$ cat src/rtl/demux4_reg.sv
// ----------------------------------------------------------------------------
// demux4_reg
//   Registered 1-to-4 data distributor. Accepts one upstream beat (data plus a
//   2-bit destination select) over a valid/ready handshake. It holds the beat
//   in a single pipeline register and presents it on exactly one of four
//   downstream valid/ready ports. The block routes writeback/store data from
//   one producer to the regfile, data memory, CSR or MMIO consumer, and it
//   passes backpressure straight through.
//
// Optional feature (macro DEMUX4_CNT_EN):
//   When this macro is defined, the block adds the beat_cnt output. beat_cnt
//   holds four 16-bit wrapping counters of downstream handshakes, one counter
//   per port. The counter for port i sits at bits [16i+15:16i].
//
// Ports:
//   clk        in   system clock, rising edge
//   rst_n      in   asynchronous active-low reset
//   in_valid   in   upstream beat valid
//   in_ready   out  beat can be accepted this cycle (combinational from out_ready)
//   in_data    in   upstream data [WIDTH]
//   in_sel     in   destination port 0..3, sampled on an accepted beat
//   out_valid  out  per-port valid, one-hot or zero
//   out_ready  in   per-port ready from the consumers
//   out_data   out  held data broadcast to all ports [WIDTH]
//   beat_cnt   out  per-port handshake counters [64] (DEMUX4_CNT_EN only)
// ----------------------------------------------------------------------------
module demux4_reg #(
    parameter int unsigned WIDTH = 32
) (
    input  logic             clk,
    input  logic             rst_n,
    input  logic             in_valid,
    output logic             in_ready,
    input  logic [WIDTH-1:0] in_data,
    input  logic [1:0]       in_sel,
    output logic [3:0]       out_valid,
    input  logic [3:0]       out_ready,
    output logic [WIDTH-1:0] out_data
`ifdef DEMUX4_CNT_EN
    ,
    output logic [63:0]      beat_cnt
`endif
);

    localparam int unsigned NPORTS = 4;
    localparam int unsigned SEL_W  = 2;

    typedef enum logic {
        ST_EMPTY = 1'b0,
        ST_FULL  = 1'b1
    } state_t;

    state_t             r_state;
    logic [WIDTH-1:0]   r_data;
    logic [SEL_W-1:0]   r_sel;

    logic               w_full;
    logic               w_sel_ready;
    logic               w_accept;
    logic               w_drain;

    // Handshake decode: the selected port's ready frees the slot in the same cycle
    assign w_full      = (r_state == ST_FULL);
    assign w_sel_ready = out_ready[r_sel];
    assign w_drain     = w_full && w_sel_ready;
    assign in_ready    = !w_full || w_sel_ready;
    assign w_accept    = in_valid && in_ready;

    // Pipeline slot: an accept takes priority, so drain+accept keeps the slot full
    always_ff @(posedge clk or negedge rst_n) begin
        if (!rst_n) begin
            r_state <= ST_EMPTY;
            r_data  <= '0;
            r_sel   <= '0;
        end else begin
            case (r_state)
                ST_EMPTY: begin
                    if (w_accept) begin
                        r_data  <= in_data;
                        r_sel   <= in_sel;
                        r_state <= ST_FULL;
                    end
                end
                ST_FULL: begin
                    if (w_accept) begin
                        r_data  <= in_data;
                        r_sel   <= in_sel;
                        r_state <= ST_FULL;
                    end else if (w_drain) begin
                        r_state <= ST_EMPTY;
                    end
                end
                default: r_state <= ST_EMPTY;
            endcase
        end
    end

    // Steer the held beat's valid onto its selected port only
    always_comb begin
        out_valid = '0;
        for (int unsigned i = 0; i < NPORTS; i++) begin
            out_valid[i] = w_full && (r_sel == SEL_W'(i));
        end
    end

    assign out_data = r_data;

`ifdef DEMUX4_CNT_EN
    localparam int unsigned CNT_W = 16;

    logic [NPORTS-1:0][CNT_W-1:0] r_cnt;

    // Per-port downstream handshake counters, wrapping naturally at 16 bits
    always_ff @(posedge clk or negedge rst_n) begin
        if (!rst_n) begin
            r_cnt <= '0;
        end else begin
            for (int unsigned i = 0; i < NPORTS; i++) begin
                if (out_valid[i] && out_ready[i]) begin
                    r_cnt[i] <= r_cnt[i] + CNT_W'(1);
                end
            end
        end
    end

    assign beat_cnt = r_cnt;
`endif

endmodule

$ cat config.mk
export PLATFORM = sky130hd
export DESIGN_NAME = demux4_reg
export DESIGN_NICKNAME = d
export VERILOG_FILES = /design/src/rtl/demux4_reg.sv
export SDC_FILE = /design/constraint.sdc
export NUM_CORES = 1
export LEC_CHECK = 0
export CAP_MARGIN = 25
export CORE_MARGIN = 2
export CORE_UTILIZATION = 30
export CTS_CLUSTER_SIZE = 12
export DETAILED_ROUTE_END_ITERATION = 7
export PLACE_DENSITY = 0.66
export SYNTH_ARGS = -nofsm -noshare
export SYNTH_HDL_FRONTEND = slang
export SYNTH_SLANG_ARGS = --single-unit
$ cat constraint.sdc
create_clock -name clk -period 1.8 [get_ports clk]
set_input_delay 0.27 -clock clk [delete_from_list [all_inputs] [get_ports clk]]
set_output_delay 0.27 -clock clk [all_outputs]
set_load 0.01 [all_outputs]
---- After elaboration in Yosys (flattened, before gate mapping) ----
Index checks and enable logic that the tools add are counted.
cells by class
  order comparisons ....................... 1
  equal/unequal tests ..................... 3
  mux-type cells .......................... 8
  bitwise operators ....................... 1
  reductions and logical operators ........ 9
operator list
  kind                                                                   number
  32-bit 2-to-1 mux                                                      1
  1-bit logical AND                                                      6
  2-bit equality test, second input constant                             2
  1-bit 2-to-1 mux                                                       4
  2-bit by 3-bit < comparator with 1-bit output, second input constant   1
  1-bit binary-select mux with 2-bit select                              1
  2-bit by 1-bit equality test with 1-bit output, second input constant  1
  2-bit zero test                                                        1
  2-bit 2-to-1 mux                                                       1
  1-bit case mux with 2 select lines                                     1
  1-bit zero test                                                        1
  1-bit logical OR                                                       1
  1-bit inverter                                                         1
storage, ports and cells
  register bits ........................... 35
  input port bits ......................... 41
  output and inout port bits .............. 37
  logic and storage cells ................. 25

---- Logic depth before layout (Yosys ltp) ----
Gate-level depths: netlist (run 1).
  depth in word-level cells ............... 6
  mapped depth ............................ 4
  mapped depth without buffers ............ 3

---- Worst setup path before layout (run 1) ----
Ideal clock, no wire load.
  path type ............................... register -> register
  start ................................... register r_sel[0]
  end ..................................... register r_data[0] (netlist: out_data[0])
  arrival time ............................ 1,547 ps
  data required time ...................... 1,675 ps
  slack ................................... 128 ps
  stages on the path, launching flop included .. 5
  buffers on the path ..................... 1
  cell sequence ........................... dfrtp_1 -> mux2_4 -> o221ai_4 -> buf_8 -> mux2_4
on the way
  cells in the longest elaborated chain, start to end .. 4
RTL lines
  item                                       line  source
  from (decl)                                55    logic [SEL_W-1:0] r_sel;
  from (signal assigned)                     80    r_sel <= in_sel;
  from (signal assigned)                     87    r_sel <= in_sel;
  1-bit binary-select mux with 2-bit select  64    assign w_sel_ready = out_ready[r_sel];
  1-bit 2-to-1 mux (not written as such)     64
  1-bit logical OR                           66    assign in_ready = !w_full || w_sel_ready;
  1-bit logical AND                          67    assign w_accept = in_valid && in_ready;
  to (signal assigned)                       79    r_data <= in_data;
  to (signal assigned)                       86    r_data <= in_data;
  to (decl)                                  54    logic [WIDTH-1:0] r_data;
Every way passes these cells. The select of a mux whose other input is x is not followed.
A chain may end at the register's enable or synchronous reset.

---- Final worst setup path (run 1) ----
  start ................................... register r_sel[0]
  end ..................................... register r_data[17] (netlist: out_data[17])
The elaborated chain is that of the path after synthesis.

==> results of run 1 <==
[state kept, by name (all words and copies together) (netlist names)]
register	cells
out_data	32
r_sel	2
r_state	1
[stage by stage]
stage | TNS [ns] | hold WS (ns) | std cells | util, % | total power, W
2_1_floorplan | 0 | -0.0256 | 86 | - | 0.00215
3_3_place_gp | -2.40 | 0.375 | 230 | 49.2 | 0.00299
3_5_place_dp | -3.33 | 0.395 | 230 | 49.2 | 0.00303
4_1_cts | 0 | 0.0873 | 238 | 51.5 | 0.00374
5_1_grt | 0 | 0.110 | 238 | 51.4 | 0.00391
6_report | 0 | 0.0606 | 238 | 51.4 | 0.00369
[power groups by stage]
| stage | logic, W | clock network, W | registers, W |
|---|---|---|---|
| after floorplan | 0.000736 | 0 | 0.00142 |
| after global placement | 0.00170 | 0 | 0.00128 |
| after detailed placement | 0.00174 | 0 | 0.00130 |
| after CTS | 0.00172 | 0.000721 | 0.00130 |
| after global routing | 0.00180 | 0.000765 | 0.00134 |
| final | 0.00169 | 0.000703 | 0.00130 |
[routing by layer]
metal / global-route usage [%] / vias up
met5: 0 / -
met3: 5.16 / 9
met2: 21.5 / 52
met1: 14.7 / 509
met4: 5.85 / 0
li1: - / 469
[critical path, cell delays in order, from the launching register on]
cell and delay (ns):
dfrtp_2 0.44, mux2_4 0.33, o221ai_4 0.21, buf_12 0.24, mux2_2 0.36
[worst min-delay path by stage]
stage	slack, ns	to	start
2_1_floorplan	-0.03	out_data[0]	rst_n
3_3_place_gp	0.37	out_data[8]	rst_n
3_5_place_dp	0.40	out_data[8]	rst_n
4_1_cts	0.09	out_data[11]	rst_n
5_1_grt	0.11	out_data[11]	rst_n
6_report	0.06	out_data[9]	rst_n
[logic make-up (layout without fill, tap and decap cells)]
logic type      Yosys count  count (layout)
buf+inv                   4              89
compound gates            4               4
simple gates              7               7
mux                      36              36
flops                    35              35
[layout by cell type (no fill, tap or decap), types with 2 or more instances in the layout]
cell type	count
and3_1	2
buf_4	2
clkbuf_8	5
clkdlybuf4s50_1	71
dfrtp_1	34
dlygate4sd2_1	4
mux2_2	3
mux2_4	32
nor2_1	2
o21ai_0	2
[area by class of cell]
cell class	instances	area, sq um
clock inverter	3	43.8
sequential	35	877
clock buffer	5	68.8
multi-input combinational	47	608
fill	433	2340
timing repair buffer	80	791
tap	67	83.8
inverter	1	3.75
[what timing repair did]
| action | 4_1_cts | 5_1_grt |
|---|---|---|
| gates resized for setup | 7 | 2 |
| endpoints found under the setup margin | 5 | 1 |
| hold endpoints to repair | 0 | 0 |
==> parameters.txt, run 1 <==
Parameter                              Value

Power and ir drop
  Power Density    roughly 1500 nW/um^2
  Total internal power    0.00262 W
  Cell leakage power    1.13 nW
  Logic gate share of total power    45.8%
  Worst ir drop on vdd    approximately 750 uV
  Sw Pwr    approximately 0.0011 W
  Sequential group share of total power    between 30% and 40%
  Switching portion of total power    approximately 29%
  Fraction of power consumed by the clock network    around a fifth

Finish
  Total non-filler cell area in the finished layout    between 2000 and 2500 sq um
  Area overhead of the layout relative to synthesis    61.8%
  Layout net count    211
  Antenna diode count    0
  Fraction of layout instances using a drive strength above 1    29.8%

Clocking
  Clock latency at the later pin of the worst-skew pair    0.28 ns
  Count of buffers added by post-CTS timing repair for setup    0
  Clock root buffer master    clkbuf_8
  TritonCTS sink count    35
  TritonCTS clock tree    done
  Number of H-tree levels    2
  Buffers from clock root to sink, at most    2
  Hold-fix buffers at CTS    0
  Clock-pin slew on the worst setup and hold paths    approximately 0.080 ns
  TritonCTS buffer count    5

Drt
  Highest metal layer used by the detailed router    met4
  Via density    approximately 4.4
  Initial detailed-routing violation count    14
  DR WL met2    1720 um
  Post-route ant nets    0
  # DRC    0
  Total wire length after detailed routing    approximately 3500 um
  Detailed-route via count    between 1000 and 1500
  Number of search-and-repair iterations in the first detailed-routing pass    4
  Met1 WL    1440 um
  Met3 wirelength from detailed routing    259 um
  Mean routed wirelength per cell    14.7 um

Synth
  Synth unique cells    13
  Number of warnings printed during yosys synthesis    0
  XOR/XNOR Fraction of Synth Area    0%
  Synth cell count leaders    dfrtp_1 (35), mux2_4 (32), buf_8 (3), mux2_2 (3)
  Most used standard cell by instance count after synthesis    dfrtp_1
  Most area-consuming cells after synthesis    dfrtp_1 (57%), mux2_4 (31%), buf_8 (2.9%)
  Netlist area before placement    between 1500 and 2000 sq um
  Compound-gate portion of the synthesized area    under 10%
  Avg Synthesized Cell Area    around 18 sq um
  Share of synthesized cell area in full adder, half adder and majority cells    0%
  Syn nets    about 130
  Largest family of logic cells by synthesized area    multiplexers
  Top cell type's share of synthesized area    57.2%
  Cell count after synthesis    86
  Post-synth EDFFs    0
  Sequential share of the synthesized area    around 57%
  Count of state elements after synthesis    35
  Simple-gate share of the synthesized area    roughly 2.4%
  Multiplexer fraction of the synthesized cell area    roughly a third
  Main synth FF type    dfrtp_1
  Post-synth top area cell    dfrtp_1
  Async set-reset flop share out of synthesis    100%

Floorplan
  Die Height    75.4 um
  Area inside the core boundary    4820 sq um
  Initial Utilization    approximately a third
  Area enclosed by the die boundary    5690 sq um
  Horizontal die dimension    75.4 um
  Number of cell rows    25
  Top-level I/O count    between 70 and 80

Placement
  Placement Cell Area    approximately 2400 sq um
  Hpwl dp    approximately 2600 um
  Routability Congestion    0.831
  Number of I/O port buffers    between 70 and 80
  Pre-CTS setup slack    -0.154 ns

Critical path
  Critical register-to-register path startpoint    r_sel[0]
  End of the worst register-to-register path    out_data[17]
  Setup CP Type    reg2reg
  Worst R2R Path Depth    4
  Crit start category    flip-flop
  Largest fanout of any net on the critical path    23
  FF-to-FF setup slack    0.09 ns
  Launch point of the critical path    r_sel[0]
  WP data arrival    approximately 1.9 ns
  CP required    between 1.5 and 2 ns
  Element type at the critical path end    flip-flop
  Worst setup endpoint    out_data[17]

GRT
  Number of global-route vias before repair    1151
  Sum of overflow across all layers after global routing    0
  Pin count of the biggest net entering global routing    36
  First-pass GRT wire length    5340 um
  GR Util All Layers    13.0%
  Number of antenna violations at the first check in global routing    0

Timing
  Unrepaired setup endpoints after global routing    false
  Max-slew violation count    0
  Clk_skew    0.00634 ns
  Final-report hold violation count    0
  Post-route worst setup slack    0.0895 ns
  Worst Max-Slew Pin Slew    ~0.78 ns
  Ratio of final minimum period to clock period    95.0%
  Finish-stage setup viols    0
  Max transition margin    48.3%
  Minimum period implied by the final worst setup slack    approximately 1.7 ns
  Timing-limited maximum frequency    around 0.6 GHz

Status
  Outcome    finished, final reports clean

Worst hold path
  Hold Path Class    in2async

Flow run
  Max_cap viols    0
Note: power is estimated with default switching activity, not from simulation.
==> inputs of run 2 (changes only) <==
Settings changed: PLACE_DENSITY 0.66 to 0.71.
==> run 2 against run 1 <==
Against the previous run: clock skew down 0.0014 ns; core utilization down 0.60 points; cell count down 0.84%; design area down 1.2%; non-clock buffer count unchanged; die area unchanged; sequential power about the same; first-iteration DRC count up 140%; power down 5.4%; largest cell class unchanged.
==> parameters.txt, run 2 (synthesis results as in run 1) <==
Parameter                              Value

Finish
  Count of placed standard cells in the final layout, fillers left out    236 (-0.84%)
  Leading cell type in the layout, fill and taps excluded    clkdlybuf4s50_1
  Area taken by multi-input logic gates    608 sq um (unchanged)
  # fillers    437 (+0.92%)
  Antenna diode count    0 (unchanged)
  Area overhead of the layout relative to synthesis    59.9%
  Most frequent cells in the layout    clkdlybuf4s50_1 (71), dfrtp_1 (35), mux2_4 (32)
  Layout net count    211 (unchanged)
  Sequential cell area    876 sq um (-0.14%)
  Flip-flop count of the largest register, all copies and words added    32 (unchanged)
  Fraction of layout instances using a drive strength above 1    27.8% (-2.0 points)

Clocking
  Hold-fix buffers at CTS    0 (unchanged)
  TritonCTS buffer count    5 (unchanged)
  Buffers from clock root to sink, at most    2 (unchanged)
  TritonCTS sink count    35 (unchanged)
  Clock latency at the later pin of the worst-skew pair    0.28 ns (about the same)
  Number of H-tree levels    2 (unchanged)
  TritonCTS clock tree    done
  Clock-pin slew on the worst setup and hold paths    0.06 ns (-0.02 ns)
  Clock root buffer master    clkbuf_8

Timing
  Max transition margin    48.4% (+0.14 points)
  Ratio of final minimum period to clock period    93.9% (-1.1 points)
  Unrepaired setup endpoints after global routing    false
  Post-route worst hold slack    0.0695 ns (+0.00885 ns)
  Finish-stage setup viols    0 (unchanged)
  Worst Max-Slew Pin Slew    0.774 ns (-0.00208 ns)
  Final-report hold violation count    0 (unchanged)
  Timing-limited maximum frequency    0.591 GHz (+1.2%)
  Minimum period implied by the final worst setup slack    1.69 ns (-0.0196 ns)
  Max-slew violation count    0 (unchanged)
  Clk_skew    0.00498 ns (-0.00137 ns)

Drt
  Total wire length after detailed routing    3210 um (-7.9%)
  Mean routed wirelength per cell    13.6 um (-7.2%)
  # DRC    0 (unchanged)
  Initial detailed-routing violation count    33 (+19)
  Post-route ant nets    0 (unchanged)
  Detailed-route via count    1020 (-1.8%)
  Number of search-and-repair iterations in the first detailed-routing pass    4 (unchanged)
  Via density    4.32 (-1.0%)

Critical path
  Worst setup endpoint    out_data[24]
  Library cell contributing the largest single delay on the critical path    dfrtp_1
  Launch point of the critical path    r_sel[0]
  Worst R2R Path Depth    4 (unchanged)
  Largest stage delay on the critical path    0.42 ns (-0.02 ns)
  Cell occurring most often along the worst timing path    mux2_4
  Largest fanout of any net on the critical path    19 (-17%)
  CP cell instances    mux2_4 > o221ai_4 > buf_12 > mux2_4
  Crit start category    flip-flop
  Critical register-to-register path startpoint    r_sel[0]
  Element type at the critical path end    flip-flop
  FF-to-FF setup slack    0.11 ns (+0.02 ns)
  WP data arrival    1.85 ns (-0.02 ns)
  Setup CP Type    reg2reg
  CP required    1.96 ns (about the same)
  End of the worst register-to-register path    out_data[24]

Floorplan
  Top-level I/O count    78 (unchanged)
  Die Height    75.4 um (unchanged)
  Number of cell rows    25 (unchanged)
  Area inside the core boundary    4820 sq um (unchanged)
  Area enclosed by the die boundary    5690 sq um (unchanged)
  Initial Utilization    31.8% (unchanged)
  Horizontal die dimension    75.4 um (unchanged)

Status
  Outcome    finished, final reports clean

Placement
  Hpwl dp    2410 um (-6.6%)
  Number of I/O port buffers    77 (unchanged)
  Dpl cells    230 (unchanged)
  Routability Congestion    0.754 (-9.3%)

GRT
  Met2 track demand over resource in global routing    19.0% (-2.5 points)
  Pin count of the biggest net entering global routing    36 (unchanged)
  Met1 Resource Use GR    14.9% (+0.14 points)
  Number of global-route vias before repair    1115 (-3.1%)
  Busiest layer in global routing    met2
  Sum of overflow across all layers after global routing    0 (unchanged)
  Number of antenna violations at the first check in global routing    0 (unchanged)
  First-pass GRT wire length    5070 um (-5.0%)
  GR Util All Layers    12.0% (-1.0 points)
  Global-route track usage on met3    5.16% (unchanged)

Power and ir drop
  Worst ir drop on vdd    558 uV (-25%)
  Cell leakage power    1.11 nW (-1.3%)
  Power Density    1430 nW/um^2 (-4.3%)

Worst hold path
  Hold Path Class    in2async

Flow run
  Max_cap viols    0 (unchanged)
[run 2: cell count changes in the layout (fill, tap and decap cells not counted), sizes merged]
cell	change
clkinv	-2
bufinv	-1
clkbuf	+1
[run 2: final cells by class]
class / instances / share of cell area, %
Inverter: 1 / 0.153
Timing Repair Buffer: 80 / 32.8
Tap cell: 67 / 3.43
Sequential cell: 35 / 35.8
Clock buffer: 6 / 2.97
Multi-Input combinational cell: 47 / 24.8
[run 2: worst max-delay path: cells and delay by family (launching register included)]
family | cells | cell delay [ns]
multiplexers | 2 | 0.66
flip-flops | 1 | 0.42
buffers and inverters | 1 | 0.24
AO/OA/AOI/OAI | 1 | 0.24
[run 2: power by group]
group | internal [W] | switching [W]
Sequential | 0.00110 | 0.000187
Combinational | 0.00113 | 0.000582
Clock | 0.000257 | 0.000241
Total | 0.00248 | 0.00101
[run 2: worst min-delay path by stage]
stage,from,endpoint,slack (ns),cells after the start
floorplan,rst_n,out_data[0],-0.03,0
global placement,rst_n,out_data[29],0.38,1
detailed placement,rst_n,out_data[4],0.40,1
CTS,rst_n,out_data[30],0.09,1
global route,rst_n,out_data[29],0.12,1
finish,rst_n,out_data[30],0.07,1
[run 2: what timing repair did]
item,CTS,global route
endpoints found under the setup margin,5,1
resized for setup,7,1
buffers inserted,0,0
pin swaps,0,0
[run 2: per-layer routing]
metal	part of all wire [%]	routed length (um)
met2	47	1510
met5	0	0
met1	43	1380
met3	9.9	317
met4	0	0
[run 2: per-stage QoR]
| stage | setup slack, ns | utilization (%) | instance area (sq um) | total power, W | TNS [ns] |
|---|---|---|---|---|---|
| after global placement | -0.123 | 49.5 | 2380 | 0.00300 | -2.19 |
| after detailed placement | -0.126 | 49.5 | 2380 | 0.00304 | -2.67 |
| after floorplan | 0.128 | - | 1530 | 0.00215 | 0 |
| final | 0.109 | 50.8 | 2450 | 0.00349 | 0 |
| after CTS | 0.0171 | 50.9 | 2450 | 0.00355 | 0 |
| after global routing | 0.0534 | 50.8 | 2450 | 0.00371 | 0 |
==> inputs of run 3 (changes only) <==
Settings changed: SKIP_CTS_REPAIR_TIMING set to 1.
Clock period 1.8 ns to 1.4 ns, I/O delays scaled along.
==> run 3 against run 2 <==
Against the previous run: the flow now finishes with violations (negative setup slack); power up 30%; sequential share of layout area decreased by 1.8 points; design area rose by 5.4%; largest power group unchanged; non-clock buffer count grew 5; clock-buffer cell count rose by 1; die area did not move; register-to-register slack got worse by 0.40 ns; global-route usage grew 0.38 points; via count increased by 2.5%; combinational power up 27%; highest routed layer is now met4; critical endpoint is now out_data[9]; clock skew about the same.
==> parameters.txt, run 3 (synthesis results as in run 1) <==
Parameter                              Value

Finish
  Most frequent cells in the layout    clkdlybuf4s50_1 (41), mux2_4 (35), dfrtp_1 (35)
  Count of placed standard cells in the final layout, fillers left out    243 (+3.0%)
  Antenna diode count    0 (unchanged)
  Final core occ    53.5% (+2.7 points)
  Leading cell type in the layout, fill and taps excluded    clkdlybuf4s50_1
  Layout net count    216 (+2.4%)
  Flip-flop count of the largest register, all copies and words added    32 (unchanged)
  Fraction of layout instances using a drive strength above 1    32.4% (+4.6 points)
  Area overhead of the layout relative to synthesis    68.5%

Power and ir drop
  Cell leakage power    1.43 nW (+28%)
  Overall power of the completed layout    0.00452 W (+30%)
  Power Density    1750 nW/um^2 (+23%)
  Worst ir drop on vdd    853 uV (+53%)

Placement
  Hpwl dp    2440 um (+1.5%)
  Routability Congestion    0.793 (+5.1%)
  Number of I/O port buffers    77 (unchanged)
  Pre-CTS setup slack    -0.465 ns (-0.339 ns)
  Dpl cells    233 (+1.3%)

Clocking
  TritonCTS sink count    35 (unchanged)
  Clock-pin slew on the worst setup and hold paths    0.07 ns (about the same)
  Buffers from clock root to sink, at most    2 (unchanged)
  Number of H-tree levels    2 (unchanged)
  TritonCTS buffer count    5 (unchanged)
  Clock latency at the later pin of the worst-skew pair    0.28 ns (about the same)
  Clock root buffer master    clkbuf_8
  TritonCTS clock tree    done

Drt
  Number of search-and-repair iterations in the first detailed-routing pass    3 (-1)
  Initial detailed-routing violation count    14 (-58%)
  Via density    4.30 (-0.50%)
  Post-route ant nets    0 (unchanged)
  Total wire length after detailed routing    3470 um (+8.0%)
  Mean routed wirelength per cell    14.3 um (+4.9%)
  Detailed-route via count    1045 (+2.5%)
  # DRC    0 (unchanged)

Critical path
  Largest stage delay on the critical path    0.42 ns (about the same)
  Cell occurring most often along the worst timing path    mux2_4
  Setup CP Type    reg2reg
  Crit start category    flip-flop
  Library cell contributing the largest single delay on the critical path    dfrtp_1
  Largest fanout of any net on the critical path    20 (+1)
  WP data arrival    1.85 ns (about the same)
  Element type at the critical path end    flip-flop
  CP cell instances    mux2_4 > o221ai_4 > buf_12 > mux2_4
  CP required    1.56 ns (-0.40 ns)

GRT
  Number of global-route vias before repair    1103 (-1.1%)
  Pin count of the biggest net entering global routing    36 (unchanged)
  Sum of overflow across all layers after global routing    0 (unchanged)
  GR Util All Layers    12.3% (+0.38 points)
  First-pass GRT wire length    5350 um (+5.6%)
  Number of antenna violations at the first check in global routing    0 (unchanged)

Timing
  Max-slew violation count    0 (unchanged)
  Minimum period implied by the final worst setup slack    1.69 ns (-0.00227 ns)
  Clk_skew    0.00468 ns (-0.000294 ns)
  Timing-limited maximum frequency    0.592 GHz (+0.13%)
  Finish-stage setup viols    38 (+38)
  Final-report hold violation count    0 (unchanged)
  Ratio of final minimum period to clock period    121% (+27 points)
  Worst Max-Slew Pin Slew    0.458 ns (-0.316 ns)
  Unrepaired setup endpoints after global routing    true
  Post-route worst setup slack    -0.289 ns (-0.398 ns)
  Max transition margin    69.5% (+21 points)

Status
  Outcome    finished with violations
  Failing checks    negative setup slack

Floorplan
  Number of cell rows    25 (unchanged)
  Area enclosed by the die boundary    5690 sq um (unchanged)
  Top-level I/O count    78 (unchanged)
  Die Height    75.4 um (unchanged)
  Area inside the core boundary    4820 sq um (unchanged)
  Horizontal die dimension    75.4 um (unchanged)
  Initial Utilization    31.8% (unchanged)

Flow run
  Max_cap viols    0 (unchanged)

Worst hold path
  Hold Path Class    in2async
[run 3: cell type report]
type	count	area, sq um
flip-flops and latches	35	876
inverters	1	3.75
multi-input cells	47	627
fillers	413	2240
repair buffers	85	907
well taps	67	83.8
clock buffers	7	76.3
clock inverters	1	5.00
[run 3: worst paths after layout]
check / cells after the start / from / end / slack [ns]
worst min-delay path: 3 / rst_n / out_data[28] / 0.49
worst max-delay path: 4 / r_sel[0] / out_data[9] / -0.29
worst min register to register: 1 / out_data[31] / out_data[31] / 0.51
min in group clk: 1 / out_data[31] / out_data[31] / 0.51
worst max register to register: 4 / r_sel[0] / out_data[9] / -0.29
max in group asynchronous: 3 / rst_n / out_data[21] / 0.58
[run 3: worst max-delay path, delay by kind of cell, from the launching register on]
kind,cells,cell delay (ns)
AOI/OAI and AO/OA,1,0.24
buffers and inverters,1,0.24
muxes,2,0.66
DFF,1,0.42
[run 3: stage by stage]
step	TNS [ns]	hold slack, ns	area [sq um]
2_1_floorplan	-8.59	-0.0856	1530
3_3_place_gp	-13.84	0.264	2400
3_5_place_dp	-15.03	0.276	2400
4_1_cts	-11.27	-0.0331	2490
5_1_grt	-10.77	0.518	2580
6_report	-8.93	0.491	2580
[run 3: power by group]
group          internal (W)  leakage, nW  total, W  switching, W
registers           0.00141        0.408   0.00165      0.000237
clock network      0.000349       0.0422  0.000692      0.000343
logic               0.00142        0.976   0.00218      0.000762
[run 3: metal layers]
layer | up-vias | routed length (um) | global-route usage (%)
met2 | 63 | 1630 | 20.4
met5 | - | 0 | 0
met1 | 498 | 1460 | 15.5
met3 | 3 | 345 | 4.50
met4 | 0 | 26 | 2.92
li1 | 481 | - | -
